--- src/rtl/wb_pipe_reg.sv ---
// ---------------------------------------------------------------------------
// wb_pipe_reg
//   Memory-to-Writeback pipeline register for the pipelined Y-86 core.
//   It captures the M-stage results into W one cycle later. It also supports
//   stall (hold), bubble (load a NOP) and a valid bit. A sticky HALTED state
//   freezes W once a valid non-AOK status has been captured. Three saturating
//   counters (retire, stall, bubble) are provided for performance debug.
//
// Handshake: this stage uses no valid/ready handshake. W_stall and W_bubble
//   are level controls sampled on each rising edge. W_stall has priority over
//   W_bubble. In HALTED both controls are ignored.
//
// Ports
//   clk, reset            rising-edge clock, synchronous active-high reset
//   m_stat, M_icode,      M-stage instruction fields
//   M_valE, m_valM,
//   M_dstE, M_dstM
//   M_valid               M stage holds a real instruction
//   W_stall, W_bubble     pipeline control for this register
//   W_*                   registered W-stage fields
//   W_valid               W holds a real instruction
//   W_halted              sticky halt flag; reflects the FSM state
//   retire_cnt,           saturating performance counters
//   stall_cnt,
//   bubble_cnt
// ---------------------------------------------------------------------------
module wb_pipe_reg #(
    parameter int DATA_W    = 64,
    parameter int ICODE_W   = 4,
    parameter int REG_W     = 4,
    parameter int STAT_W    = 3,
    parameter int CNT_W     = 32,
    parameter int STAT_AOK  = 1,
    parameter int ICODE_NOP = 1,
    parameter int REG_NONE  = 15
) (
    input  logic               clk,
    input  logic               reset,
    input  logic [STAT_W-1:0]  m_stat,
    input  logic [ICODE_W-1:0] M_icode,
    input  logic [DATA_W-1:0]  M_valE,
    input  logic [DATA_W-1:0]  m_valM,
    input  logic [REG_W-1:0]   M_dstE,
    input  logic [REG_W-1:0]   M_dstM,
    input  logic               M_valid,
    input  logic               W_stall,
    input  logic               W_bubble,
    output logic [STAT_W-1:0]  W_stat,
    output logic [ICODE_W-1:0] W_icode,
    output logic [DATA_W-1:0]  W_valE,
    output logic [DATA_W-1:0]  W_valM,
    output logic [REG_W-1:0]   W_dstE,
    output logic [REG_W-1:0]   W_dstM,
    output logic               W_valid,
    output logic               W_halted,
    output logic [CNT_W-1:0]   retire_cnt,
    output logic [CNT_W-1:0]   stall_cnt,
    output logic [CNT_W-1:0]   bubble_cnt
);

    localparam logic [STAT_W-1:0]  LP_AOK  = STAT_W'(STAT_AOK);
    localparam logic [ICODE_W-1:0] LP_NOP  = ICODE_W'(ICODE_NOP);
    localparam logic [REG_W-1:0]   LP_NONE = REG_W'(REG_NONE);

    typedef enum logic {
        ST_RUN    = 1'b0,
        ST_HALTED = 1'b1
    } state_t;

    state_t             r_state;
    logic [STAT_W-1:0]  r_stat;
    logic [ICODE_W-1:0] r_icode;
    logic [DATA_W-1:0]  r_valE;
    logic [DATA_W-1:0]  r_valM;
    logic [REG_W-1:0]   r_dstE;
    logic [REG_W-1:0]   r_dstM;
    logic               r_valid;
    logic [CNT_W-1:0]   r_retire_cnt;
    logic [CNT_W-1:0]   r_stall_cnt;
    logic [CNT_W-1:0]   r_bubble_cnt;

    // Saturating increments: once a counter is all-ones, it stays there.
    logic [CNT_W-1:0] w_retire_inc;
    logic [CNT_W-1:0] w_stall_inc;
    logic [CNT_W-1:0] w_bubble_inc;
    logic             w_m_aok;

    always_comb begin
        w_retire_inc = (&r_retire_cnt) ? r_retire_cnt : r_retire_cnt + 1'b1;
        w_stall_inc  = (&r_stall_cnt)  ? r_stall_cnt  : r_stall_cnt  + 1'b1;
        w_bubble_inc = (&r_bubble_cnt) ? r_bubble_cnt : r_bubble_cnt + 1'b1;
        w_m_aok      = (m_stat == LP_AOK);
    end

    always_ff @(posedge clk) begin
        if (reset) begin
            r_state      <= ST_RUN;
            r_stat       <= LP_AOK;
            r_icode      <= LP_NOP;
            r_valE       <= '0;
            r_valM       <= '0;
            r_dstE       <= LP_NONE;
            r_dstM       <= LP_NONE;
            r_valid      <= 1'b0;
            r_retire_cnt <= '0;
            r_stall_cnt  <= '0;
            r_bubble_cnt <= '0;
        end else begin
            case (r_state)
                ST_RUN: begin
                    if (W_stall) begin
                        // Hold every field. The M inputs are not read, so X on them cannot leak into W.
                        r_stall_cnt <= w_stall_inc;
                    end else if (W_bubble) begin
                        r_stat       <= LP_AOK;
                        r_icode      <= LP_NOP;
                        r_valE       <= '0;
                        r_valM       <= '0;
                        r_dstE       <= LP_NONE;
                        r_dstM       <= LP_NONE;
                        r_valid      <= 1'b0;
                        r_bubble_cnt <= w_bubble_inc;
                    end else begin
                        r_stat  <= m_stat;
                        r_icode <= M_icode;
                        r_valE  <= M_valE;
                        r_valM  <= m_valM;
                        r_dstE  <= M_dstE;
                        r_dstM  <= M_dstM;
                        r_valid <= M_valid;
                        if (M_valid) begin
                            if (w_m_aok) begin
                                r_retire_cnt <= w_retire_inc;
                            end else begin
                                // The faulting instruction is captured on the same edge that halts W.
                                r_state <= ST_HALTED;
                            end
                        end
                    end
                end
                ST_HALTED: begin
                    // Frozen; only reset leaves this state.
                end
                default: r_state <= ST_RUN;
            endcase
        end
    end

    assign W_stat     = r_stat;
    assign W_icode    = r_icode;
    assign W_valE     = r_valE;
    assign W_valM     = r_valM;
    assign W_dstE     = r_dstE;
    assign W_dstM     = r_dstM;
    assign W_valid    = r_valid;
    assign W_halted   = (r_state == ST_HALTED);
    assign retire_cnt = r_retire_cnt;
    assign stall_cnt  = r_stall_cnt;
    assign bubble_cnt = r_bubble_cnt;

endmodule

--- config.mk ---
export PLATFORM = sky130hd
export DESIGN_NAME = wb_pipe_reg
export DESIGN_NICKNAME = d
export VERILOG_FILES = /design/src/rtl/wb_pipe_reg.sv
export SDC_FILE = /design/constraint.sdc
export NUM_CORES = 1
export LEC_CHECK = 0
export CAP_MARGIN = 20
export CORE_MARGIN = 4
export CORE_UTILIZATION = 45
export DETAILED_ROUTE_END_ITERATION = 6
export PLACE_DENSITY = 0.81
export SYNTH_ARGS = -nofsm -noshare
export SYNTH_HDL_FRONTEND = slang
export SYNTH_SLANG_ARGS = --single-unit
--- constraint.sdc ---
create_clock -name clk -period 2.65 [get_ports clk]
set_input_delay 0.53 -clock clk [delete_from_list [all_inputs] [get_ports clk]]
set_output_delay 0.53 -clock clk [all_outputs]
set_load 0.05 [all_outputs]
Word level (Yosys, flattened, before mapping). Index checks and enable logic that the tools add are counted.

Add/sub/neg operators: 3. Equal/unequal tests: 1. Muxes and demuxes: 12. Bitwise logic cells: 6. Reduce and logical (&&, ||, !) cells: 7.

Operator list (count): two-way mux 64 bit (2); adder 32 x 1 -> 32 bit, second input constant (3); AND reduction 32 bit (3); two-way mux 4 bit (3); two-way mux 1 bit (6); NOT 1 bit (6); AND reduction 6 bit (1); AND reduction 4 bit (1); equality test 3 x 1 -> 1 bit, second input constant (1); two-way mux 3 bit (1); AND reduction 3 bit (1); AND reduction 2 bit (1).

Flip-flop bits (word level): 241. Output and inout bits: 241.

Depth between registers and ports, before layout.
Word-level depth: 6. Gate-level depth with buffers: 8. Mapped depth without buffers: 6.

Worst setup path after synthesis. Ideal clock, no wire load.

Path kind: register to register. Start point: register r_retire_cnt[0], in the netlist retire_cnt[0]. End point: register r_retire_cnt[1], in the netlist retire_cnt[1]. Setup time: 0.128 ns. Arrival time: 2.613 ns. Data required time: 2.522 ns. Setup slack: -0.090 ns. Stages on the path, launching flop included: 9. Path buffers: 2. Clock period less this slack: 2.740 ns. Path through: dfxtp_1 -> ha_1 -> nand2_1 -> or4_4 -> o31ai_2 -> buf_2 -> buf_2 -> mux2i_1 -> nor2_1.

Cells in the longest elaborated chain, start to end: 3.

RTL lines: start: declaration (line 78) `logic [CNT_W-1:0] r_retire_cnt;`; start signal: assignment (line 133) `r_retire_cnt <= w_retire_inc;`; branches (longest 3 deep; another with adder 32 x 1 -> 32 bit).

Parallel ways; which one is timed is not known. A chain may end at the register's enable or synchronous reset.

Final worst setup path.
Start point: register r_retire_cnt[0], in the netlist retire_cnt[0]. End point: register r_retire_cnt[28], in the netlist retire_cnt[28].

Same word-level chain as after synthesis.

==> flow_summary.yaml <==
yosys:
  yosysSeqAreaShare_pct: 46.4
  netlist.area_leader.share_pct: 46.4
  ys_seq_elements: 241
  synth_cells: 1246
  netlist_area_um2: 10400
  yosys_warnings: 0
  synthFlopType: "dfxtp_1"
  yosysMostFrequentCell: "dfxtp_1"
  synth_cell_types: 48
  syn_area_per_cell_um2: 8.35
  synth_edf_count: 0
  async_flop_share_pct: 0
  synth_nets: 1397
  synth_top_area_cell: "dfxtp_1"
  synth.top_cells.by_count: "dfxtp_1 (241), a21oi_1 (192), nand2_1 (172)"
  synth_area_leaders: "dfxtp_1 (46%), nand3b_1 (9.7%), a21oi_1 (9.2%)"
detailed_routing:
  antenna_left: 0
  wirelength_mm: 35.9
  dr.pass1.iters: 5
  via_count: 10817
  avgViaCountPerCell: 5.56
  drt_iter0_markers: 846
  wl_per_cell_um: 18.5
  route.detailed.drc: 0
worst_setup_path:
  cp_max_fo: 12
  startpoint_type: "flip-flop"
  required_ns: 3.09
  reg2reg_to: "retire_cnt[28]"
  slowest_stage: "or4_1"
  critical_path_class: "flip-flop to flip-flop"
  ff2ff_path_depth: 7
  cp_top_family: "simple AND/OR/NAND/NOR gates"
  reg2reg_from: "retire_cnt[0]"
  critPathMaxStageDelay_ns: 0.61
  cp_num_buf_inv: 1
  cp_cell_sequence: "ha_1 -> nand2_1 -> or4_4 -> buf_4 -> or4_1 -> or3_1 -> a21oi_1"
  crit_start: "retire_cnt[0]"
  arrival_ns: 2.92
  cp.depth: 7
  cp-end-kind: "flip-flop"
  critPathCapture: "retire_cnt[28]"
  r2r_setup_slack_ns: 0.17
final_layout:
  area_delta_synth_final_pct: 51.9
  final_core_util_pct: 69.6
  nNetsFinal: 1789
  drive_gt1_share_pct: 8.93
job:
  drv_cap: 0
place:
  gp_congestion: 0.864
  port_buffers: 388
  dp_hpwl_mm: 25.2
  place_ws_ns: -0.257
pwr:
  p_switching_mw: 2.23
  clockPowerShare_pct: 42.3
  pwr-share-comb_pct: 13.9
  intPower_mw: 6.39
  swShare_pct: 25.9
  power_frac_seq_pct: 43.8
  peakVddDrop_v: 0.000481
  p_leak_nw: 5.31
  power-per-cell-area_nw_per_um2: 545
sta:
  slew_viol_final: 0
  skew_ns: 0.0117
  fin_crit_ns: 2.48
  setup_ws_ns: 0.172
  tightest_slew_ns: 0.906
  fmax_mhz: 404
  fin_crit_sh_pct: 93.5
  maxSlewHeadroom_pct: 39.2
  finalHoldViolations: 0
  rsz0062_at_grt: "false"
  setup_viol: 0
floorplan:
  die_h_um: 160
  die-area_um2: 25600
  start_util_pct: 45.8
  core-area_um2: 22700
  rows: 55
  pin_count: 389
  die_width_um: 160
status:
  outcome: "finished, final reports clean"
cts:
  post_cts_resized: 0
  path_clk_slew_ns: 0.06
  clock-sinks: 241
  cts_made_buffers: 27
  cts_buffer_depth: 3
  cts_htree_levels: 1
  clockRootBuffer: "clkbuf_16"
  cts_tree: "yes"
  clkLatencyLatePin_ns: 0.52
min_path:
  min_path_type: "input pin to flip-flop"
global_routing:
  grt_pass1_vias: 10264
  grt_antenna_before_repair: 2
  grt_pass1_wl_mm: 55.3
  grt_max_degree: 114
  grt_use_total_pct: 25.9
  gr-total-overflow: 0
[stage by stage]
stage                     hold slack (ns)  area (um^2)  std cells  total power, mW  TNS (ns)
after global routing                0.346        15800       1945             8.91         0
after detailed placement            0.443        14900       1893             5.04     -3.75
final                               0.353        15800       1945             8.62         0
after floorplan                     0.651        10400       1246             4.48         0
after CTS                           0.338        15800       1942             8.69         0
after global placement              0.437        14900       1893             5.02     -1.04
[flip-flops by register name, summed over array words and instances (netlist names)]
register,cells
W_valE,64
W_dstE,4
bubble_cnt,32
W_stat,3
stall_cnt,32
W_dstM,4
W_halted,1
W_valM,64
W_icode,4
W_valid,1
retire_cnt,32
[power groups by stage]
stage / Combinational, mW / Sequential, mW / Clock (mW)
floorplan: 0.311 / 4.17 / 0
global placement: 1.18 / 3.85 / 0
detailed placement: 1.19 / 3.85 / 0
CTS: 1.19 / 3.77 / 3.72
global route: 1.25 / 3.78 / 3.88
finish: 1.20 / 3.77 / 3.65
[cell type report]
| type | instances | area [um^2] |
|---|---|---|
| diodes | 2 | 5.00 |
| clock buffers | 42 | 842 |
| clock inverters | 7 | 42.5 |
| fillers | 1806 | 6900 |
| inverters | 20 | 75.1 |
| multi-input cells | 896 | 5200 |
| flip-flops and latches | 241 | 4830 |
| well taps | 285 | 357 |
| repair buffers | 452 | 4460 |
[cells in the final DEF, fill, tap and decap left out, types with 4 or more instances in the layout]
master / count
clkinv_2: 5
dfxtp_1: 239
mux2_2: 15
clkbuf_16: 27
nand2_1: 172
nand2b_1: 4
nor3_1: 22
or4_1: 25
buf_12: 8
a211oi_1: 4
xnor2_1: 17
o31ai_1: 21
o21bai_1: 10
a31oi_1: 4
nor2b_1: 13
a21oi_1: 192
nand4_1: 24
buf_4: 57
nand3_1: 33
clkbuf_8: 11
nand3b_1: 135
clkdlybuf4s50_1: 386
or2_2: 5
and3_1: 10
nor4b_1: 4
and4_1: 7
clkbuf_1: 4
nor4_1: 9
o21ai_0: 32
or3_1: 31
inv_1: 20
nor2_1: 66
[cells by family after synthesis]
| kind of cell | after synthesis | share of synthesized area, % |
|---|---|---|
| flip-flops | 241 | 46.4 |
| multiplexers | 18 | 1.91 |
| AO/OA/AOI/OAI | 275 | 14.5 |
| buffers and inverters | 110 | 4.00 |
| adder cells (fa/ha/maj) | 3 | 0.361 |
| XOR/XNOR | 19 | 1.60 |
| AND/OR/NAND/NOR | 580 | 31.2 |
[timing repair]
| item | CTS | global route |
|---|---|---|
| buffers inserted | 0 | 0 |
| hold buffers | 0 | 0 |
| setup endpoints to repair | 0 | 1 |
[worst min path at each step]
stage / start / endpoint / slack [ns] / cells after the start
6_report: reset / bubble_cnt[27] / 0.35 / 2
5_1_grt: reset / bubble_cnt[27] / 0.35 / 2
4_1_cts: reset / bubble_cnt[27] / 0.34 / 2
3_5_place_dp: W_valE[6] / W_valE[6] / 0.44 / 2
3_3_place_gp: W_valE[13] / W_valE[13] / 0.44 / 2
2_1_floorplan: retire_cnt[1] / retire_cnt[1] / 0.65 / 2
[metal layers]
layer,part of all wire (%),vias to the layer above,global-route usage [%]
li1,-,5208,-
met2,49,426,44.4
met5,0,-,0
met4,4.1,0,10.7
met1,41,5102,31.8
met3,6.5,81,5.47
[worst reg2reg max path, stage by stage (launching register included)]
cell and delay [ns]:
dfxtp_2 0.32, ha_1 0.16, nand2_1 0.06, or4_4 0.55, buf_4 0.20, or4_1 0.61
or3_1 0.35, a21oi_1 0.16
Power figures use the tool's default switching activity.
